### config.mk
export PLATFORM = sky130hd
export DESIGN_NAME = tdc_measure_ctrl
export DESIGN_NICKNAME = d
export VERILOG_FILES = /design/src/rtl/tdc_measure_ctrl.sv
export SDC_FILE = /design/constraint.sdc
export NUM_CORES = 1
export LEC_CHECK = 0
export ABC_CLOCK_PERIOD_IN_PS = 3590
export CAP_MARGIN = 40
export CORE_UTILIZATION = 47
export CTS_CLUSTER_SIZE = 30
export DETAILED_ROUTE_END_ITERATION = 8
export PLACE_DENSITY = 0.8
export SYNTH_ARGS = -nofsm -noshare
export SYNTH_HDL_FRONTEND = slang
export SYNTH_SLANG_ARGS = --single-unit
### constraint.sdc
create_clock -name clk -period 3.59 [get_ports clk]
set_input_delay 1.077 -clock clk [delete_from_list [all_inputs] [get_ports clk]]
set_output_delay 1.077 -clock clk [all_outputs]
set_load 0.03 [all_outputs]
### src/rtl/tdc_measure_ctrl.sv
// -----------------------------------------------------------------------------
// tdc_measure_ctrl
//   Sequencer for one TDC measurement. After arm it counts clock cycles (the
//   coarse count). On the first rising edge of hit it captures the delay-line
//   taps into the encoder's input register. Once the registered thermometer
//   encoder has settled, it collects the 5-bit fine code. It then presents
//   {coarse, fine} on a valid/ready result port.
//
// Parameters
//   CW             coarse counter width
//   ENC_LATENCY    encoder clk-to-bin latency in cycles (>= 1)
//   TIMEOUT_CYCLES ARMED timeout length; only used when TDC_TIMEOUT_EN is set
//
// Configuration macro
//   TDC_TIMEOUT_EN  when defined, an ARMED measurement with no hit ends after
//                   TIMEOUT_CYCLES cycles with res_timeout=1. When it is
//                   undefined, ARMED waits forever and res_timeout is tied to 0.
//
// Ports
//   clk, rst     clock; asynchronous active-high reset
//   arm          start request (sampled only in IDLE)
//   abort        cancel in ARMED / WAIT_ENC, no result produced
//   hit          synchronous stop signal; a rising edge is the event
//   thermo_in    raw delay-line taps
//   enc_thermo   registered thermometer code driven to the encoder
//   enc_bin      encoder binary output
//   busy         high in any state other than IDLE
//   res_valid    result available, held until res_ready
//   res_ready    consumer accepts the result
//   res_coarse   coarse count at hit
//   res_fine     fine code from the encoder
//   res_ovf      coarse counter saturated before the hit
//   res_timeout  measurement ended by timeout
// -----------------------------------------------------------------------------
module tdc_measure_ctrl #(
  parameter int CW             = 16,
  parameter int ENC_LATENCY    = 1,
  parameter int TIMEOUT_CYCLES = 1000
) (
  input  logic          clk,
  input  logic          rst,
  input  logic          arm,
  input  logic          abort,
  input  logic          hit,
  input  logic [31:0]   thermo_in,
  output logic [31:0]   enc_thermo,
  input  logic [4:0]    enc_bin,
  output logic          busy,
  output logic          res_valid,
  input  logic          res_ready,
  output logic [CW-1:0] res_coarse,
  output logic [4:0]    res_fine,
  output logic          res_ovf,
  output logic          res_timeout
);

  // Wide enough to hold ENC_LATENCY itself.
  localparam int WW = (ENC_LATENCY < 1) ? 1 : $clog2(ENC_LATENCY + 1);
  localparam logic [CW-1:0] CNT_MAX  = '1;
  localparam logic [CW-1:0] CNT_PRE  = CNT_MAX - 1'b1;

  if (ENC_LATENCY < 1 || TIMEOUT_CYCLES < 1 ||
      longint'(TIMEOUT_CYCLES) >= (longint'(1) << CW)) begin : g_bad_param
    $error("tdc_measure_ctrl: ENC_LATENCY must be >= 1 and TIMEOUT_CYCLES in [1, 2**CW-1]");
  end

  typedef enum logic [1:0] {S_IDLE, S_ARMED, S_WAIT_ENC, S_DONE} state_t;

  state_t        state, state_nxt;
  logic          hit_d;
  logic          hit_edge;
  logic [CW-1:0] cnt;
  logic          ovf;
  logic [WW-1:0] wcnt;
  logic          enc_done;
  logic          timeout_fire;

  assign hit_edge = hit & ~hit_d;
  // The encoder output is sampled ENC_LATENCY+1 edges after the capture edge.
  assign enc_done = (wcnt == WW'(ENC_LATENCY));

`ifdef TDC_TIMEOUT_EN
  localparam logic [CW-1:0] TO_LAST = CW'(TIMEOUT_CYCLES - 1);
  // A hit edge in the last ARMED cycle takes priority over the timeout.
  assign timeout_fire = (cnt == TO_LAST) && !hit_edge;
`else
  assign timeout_fire = 1'b0;
  assign res_timeout  = 1'b0;
`endif

  // State register.
  // NOTE: sequential state uses non-blocking (<=) so every flop samples
  // pre-edge values; blocking here would create order-dependent races.
  always_ff @(posedge clk or posedge rst) begin
    if (rst) state <= S_IDLE;
    else     state <= state_nxt;
  end

  // Next-state logic.
  // NOTE: default assignment first so no path leaves state_nxt unassigned,
  // which would otherwise infer a latch.
  always_comb begin
    state_nxt = state;
    unique case (state)
      S_IDLE:     if (arm) state_nxt = S_ARMED;
      S_ARMED: begin
        if (abort)             state_nxt = S_IDLE;
        else if (hit_edge)     state_nxt = S_WAIT_ENC;
        else if (timeout_fire) state_nxt = S_DONE;
      end
      S_WAIT_ENC: begin
        if (abort)         state_nxt = S_IDLE;
        else if (enc_done) state_nxt = S_DONE;
      end
      S_DONE:     if (res_ready) state_nxt = S_IDLE;
      default:    state_nxt = S_IDLE;
    endcase
  end

  // Outputs decoded from state.
  always_comb begin
    busy      = (state != S_IDLE);
    res_valid = (state == S_DONE);
  end

  // Datapath: edge detector, coarse counter, encoder input and result regs.
  always_ff @(posedge clk or posedge rst) begin
    if (rst) begin
      hit_d       <= 1'b0;
      cnt         <= '0;
      ovf         <= 1'b0;
      wcnt        <= '0;
      enc_thermo  <= '0;
      res_coarse  <= '0;
      res_fine    <= '0;
      res_ovf     <= 1'b0;
`ifdef TDC_TIMEOUT_EN
      res_timeout <= 1'b0;
`endif
    end else begin
      hit_d <= hit;
      unique case (state)
        S_IDLE: begin
          if (arm) begin
            cnt <= '0;
            ovf <= 1'b0;
          end
        end
        S_ARMED: begin
          if (!abort) begin
            if (hit_edge) begin
              enc_thermo <= thermo_in;
              res_coarse <= cnt;
              wcnt       <= '0;
            end else if (timeout_fire) begin
`ifdef TDC_TIMEOUT_EN
              res_coarse  <= TO_LAST;
              res_fine    <= '0;
              res_ovf     <= ovf;
              res_timeout <= 1'b1;
`endif
            end else if (cnt != CNT_MAX) begin
              cnt <= cnt + 1'b1;
              // ovf goes high together with the counter reaching its maximum.
              if (cnt == CNT_PRE) ovf <= 1'b1;
            end
          end
        end
        S_WAIT_ENC: begin
          if (!abort) begin
            if (enc_done) begin
              res_fine    <= enc_bin;
              res_ovf     <= ovf;
`ifdef TDC_TIMEOUT_EN
              res_timeout <= 1'b0;
`endif
            end else begin
              wcnt <= wcnt + 1'b1;
            end
          end
        end
        default: ;
      endcase
    end
  end

endmodule
==> run_results.csv <==
group,metric,value,unit
status,run_status,"finished clean",
logic_synthesis,yosys.area.top_type,"dfrtp_1",
sta,max_slew_margin,0.524,
min_path,hold_path_class,"register to register",
finish,drive_gt1_frac,0.235,
logic_synthesis,synth_top_cell_area_share,0.574,
sta,tightestPinTransition,0.714,ns
finish,final_core_util,0.678,
finish,finalNetCount,398,
clock_network,ctsResizeCount,0,
sta,timing.final.setup_violations,0,
worst_setup_path,maximum_net_fanout_on_the_critical_path,13,
logic_synthesis,synth-simple-area-share,0.119,
clock_network,clkLatencyLatePin,0.35,ns
place,dp_cells,422,
pwr,power_frac_comb,0.429,
place,dp_hpwl,4880,microns
sta,fmax,0.332,GHz
job,drv.max_cap_violation_count,0,
sta,fin_hold_ws,0.506,ns
finish,insertedDiodeCount,0,
grt,grt_first_pass_wirelength,12100,microns
die,core-area,0.00676,sq mm
die,floorplan.die_area,0.00730,sq mm
clock_network,cts_max_level,3,
clock_network,clock_sinks,75,
finish,fillCellCount,493,
pwr,cellPowerDensity,784,mW/mm^2
die,boundaryPins,100,
sta,unrepaired_setup_endpoints_after_global_routing,"no",
finish,post_layout_nonfiller_instances,438,
logic_synthesis,synth_flop_cell,"dfrtp_1",
worst_setup_path,worst_setup_path_start_kind,"register",
sta,timing_hold_violations_final,0,
detailed_routing,avgRoutedWirePerCell,16.1,microns
die,die-width,85.4,microns
finish,area_growth,40.1,%
sta,post_route_clock_skew,0.00797,ns
worst_setup_path,crit_path_required_time,2.51,ns
sta,finalSetupTns,0,ns
die,std_cell_rows,30,
logic_synthesis,main_combinational_cell_family_by_area_after_synthesis,"multiplexers",
logic_synthesis,synth_compound_gate_area_share,0.0509,
logic_synthesis,synth.top_cells.by_area,"dfrtp_1 57%, mux2_2 19%, xnor2_1 2.4%, nor2_1 2.1%, nand2_1 1.7%",
grt,globalRoute.totalOverflow,0,
clock_network,post-cts-setup-buffer-count,0,
place,gp_congestion,0.782,
pwr,net-switching-power,0.00135,W
detailed_routing,total_number_of_vias,2383,
logic_synthesis,synth_mux_area_frac,0.192,
detailed_routing,ant_nets,0,
clock_network,tritoncts,"built",
logic_synthesis,post_synth_edffs,0,
clock_network,cts_hold_repair.buffers,0,
grt,antenna_found_initial,0,
logic_synthesis,synth_async_sr_flop_share,1.00,
logic_synthesis,ys_ff_latch,75,
grt,total_global_route_track_usage,0.215,
detailed_routing,drc,0,
place,detailedPlace.worstSlack,0.600,ns
worst_setup_path,setup.worst_path.class,"register to primary output",
worst_setup_path,endpoint_class_of_the_critical_path,"primary output",
pwr,power.ir.vdd_worst,0.000538,V
logic_synthesis,avgSynthCellArea,13.0,sq um
detailed_routing,viasPerCell,5.44,
logic_synthesis,sequential_area_share_after_synthesis,0.574,
detailed_routing,detailedRoute.firstIterationViolations,171,
die,floorplan.initialDensity,0.484,
pwr,swShare,0.375,
clock_network,clkSlewWorstSetupHoldPaths,0.07,ns
pwr,cell_internal_pwr,0.00224,W
logic_synthesis,syn_area,0.00327,sq mm
logic_synthesis,netlist_instances,252,
grt,grt_start_max_net_pins,76,
logic_synthesis,area_share_of_fa_ha_maj_cells_after_synthesis,0.00765,
detailed_routing,total_wirelength,7060,microns
place,port-buffer-count,98,
worst_setup_path,arrival,1.93,ns
logic_synthesis,syn_nets,297,
detailed_routing,firstDrtPassIters,4,
sta,timing.final.max_slew_violations,0,
clock_network,cts_inserted_buffers,9,
sta,worst_slack,0.580,ns
clock_network,max-clock-path-buffers,2,
pwr,power.static_leakage,1.96,nW
sta,layout_worst_path_cycle_share,0.838,
die,vert_die_dim,85.4,microns
pwr,share_clk_of_total_power,0.209,
logic_synthesis,synthDistinctLibCells,43,
clock_network,clock_tree.root_cell,"clkbuf_8",
logic_synthesis,yosys_warnings,0,
pwr,power.sequential.fraction,0.361,
sta,final.min_clock_period,3.01,ns
logic_synthesis,synth_xor_area_frac,0.0241,
grt,grt_pass1_vias,2515,
-- worst max-delay path: stages, from the launching register on --
cell and delay (ns):
dfrtp_1 0.65, nor2_1 0.17, inv_1 0.09, clkdlybuf4s50_1 0.67
-- cells in the mapped netlist (all sizes together), types with 2 or more instances --
library cell,n
a21oi,3
a31o,2
a31oi,4
a41o,2
and2,2
and3,3
and4,3
buf,10
clkbuf,2
dfrtp,75
ha,2
inv,6
mux2,55
nand2,15
nand2b,3
nand3,6
nand4,5
nor2,18
nor3,5
nor4,6
nor4b,2
xnor2,9
-- power groups by stage --
stage | Combinational [W] | Clock (W) | Sequential (W)
2_1_floorplan | 0.000464 | 0 | 0.00174
3_3_place_gp | 0.00152 | 0 | 0.00130
3_5_place_dp | 0.00154 | 0 | 0.00131
4_1_cts | 0.00156 | 0.000766 | 0.00130
5_1_grt | 0.00164 | 0.000800 | 0.00134
6_report | 0.00154 | 0.000753 | 0.00130
-- stage by stage --
stage               power (W)  instance area (sq um)
global route          0.00377                   4580
floorplan             0.00220                   3270
CTS                   0.00362                   4580
global placement      0.00282                   4350
finish                0.00359                   4580
detailed placement    0.00285                   4350
-- state kept, by name, indices dropped and copies added, names as in the netlist, 2 cells and up --
name        flops
enc_thermo     32
res_coarse     16
res_fine        5
cnt            16
state           2
-- layout make-up --
type,instances,area (sq um),area share
sequential,75,1880,0.410
clock inverter,5,83.8,0.0183
inverter,6,22.5,0.00491
timing repair buffer,102,1050,0.229
multi-input combinational,159,1300,0.284
tap,80,100,0.0218
clock buffer,11,151,0.0330
-- kinds of logic (layout without fill, tap and decap cells) --
kind of cell               count (synthesis)  after routing
and+or+nand+nor                           71             71
other                                      1              1
adders and majority gates                  2              2
DFF                                       75             75
muxes                                     56             56
AOI/OAI and AO/OA                         20             20
xor gates and xnor gates                   9              9
buffers and inverters                     18            124
-- cell usage in the layout (no fill, tap or decap), drive strengths merged, types with 2 or more instances in the layout --
| cell | n |
|---|---|
| clkinvlp | 2 |
| bufinv | 2 |
| nor4b | 2 |
| nor3 | 5 |
| nand2 | 15 |
| and3 | 3 |
| a41o | 2 |
| nand3 | 6 |
| nor2 | 18 |
| nand4 | 5 |
| mux2 | 55 |
| a21oi | 3 |
| nor4 | 6 |
| a31o | 2 |
| clkbuf | 11 |
| and4 | 3 |
| inv | 7 |
| dfrtp | 75 |
| and2 | 2 |
| a31oi | 4 |
| nand2b | 3 |
| xnor2 | 9 |
| buf | 4 |
| clkdlybuf4s50 | 98 |
| ha | 2 |
-- path summary, 6_finish.rpt --
check / to / slack [ns] / startpoint / depth (start not counted)
worst max-delay path: busy / 0.58 / state[1]$_DFFE_PP0P_ / 3
worst min-delay path: enc_thermo[25]$_DFFE_PP0P_ / 0.51 / enc_thermo[25]$_DFFE_PP0P_ / 1
worst max register to register: cnt[2]$_DFFE_PP0P_ / 1.32 / cnt[1]$_DFFE_PP0P_ / 6
worst min register to register: enc_thermo[25]$_DFFE_PP0P_ / 0.51 / enc_thermo[25]$_DFFE_PP0P_ / 1
max in group asynchronous: res_coarse[4]$_DFFE_PP0P_ / 2.17 / rst / 3
min in group asynchronous: enc_thermo[26]$_DFFE_PP0P_ / 1.13 / rst / 3
-- routing by layer --
metal	up-vias	wire (microns)	GRT usage	share of wire
li1	1105	-	-	-
met1	1158	2870	0.260	0.41
met2	105	3320	0.337	0.47
met3	15	726	0.0934	0.10
met4	0	144	0.0924	0.020
met5	-	0	0	0
(Power assumes the default switching activity.)
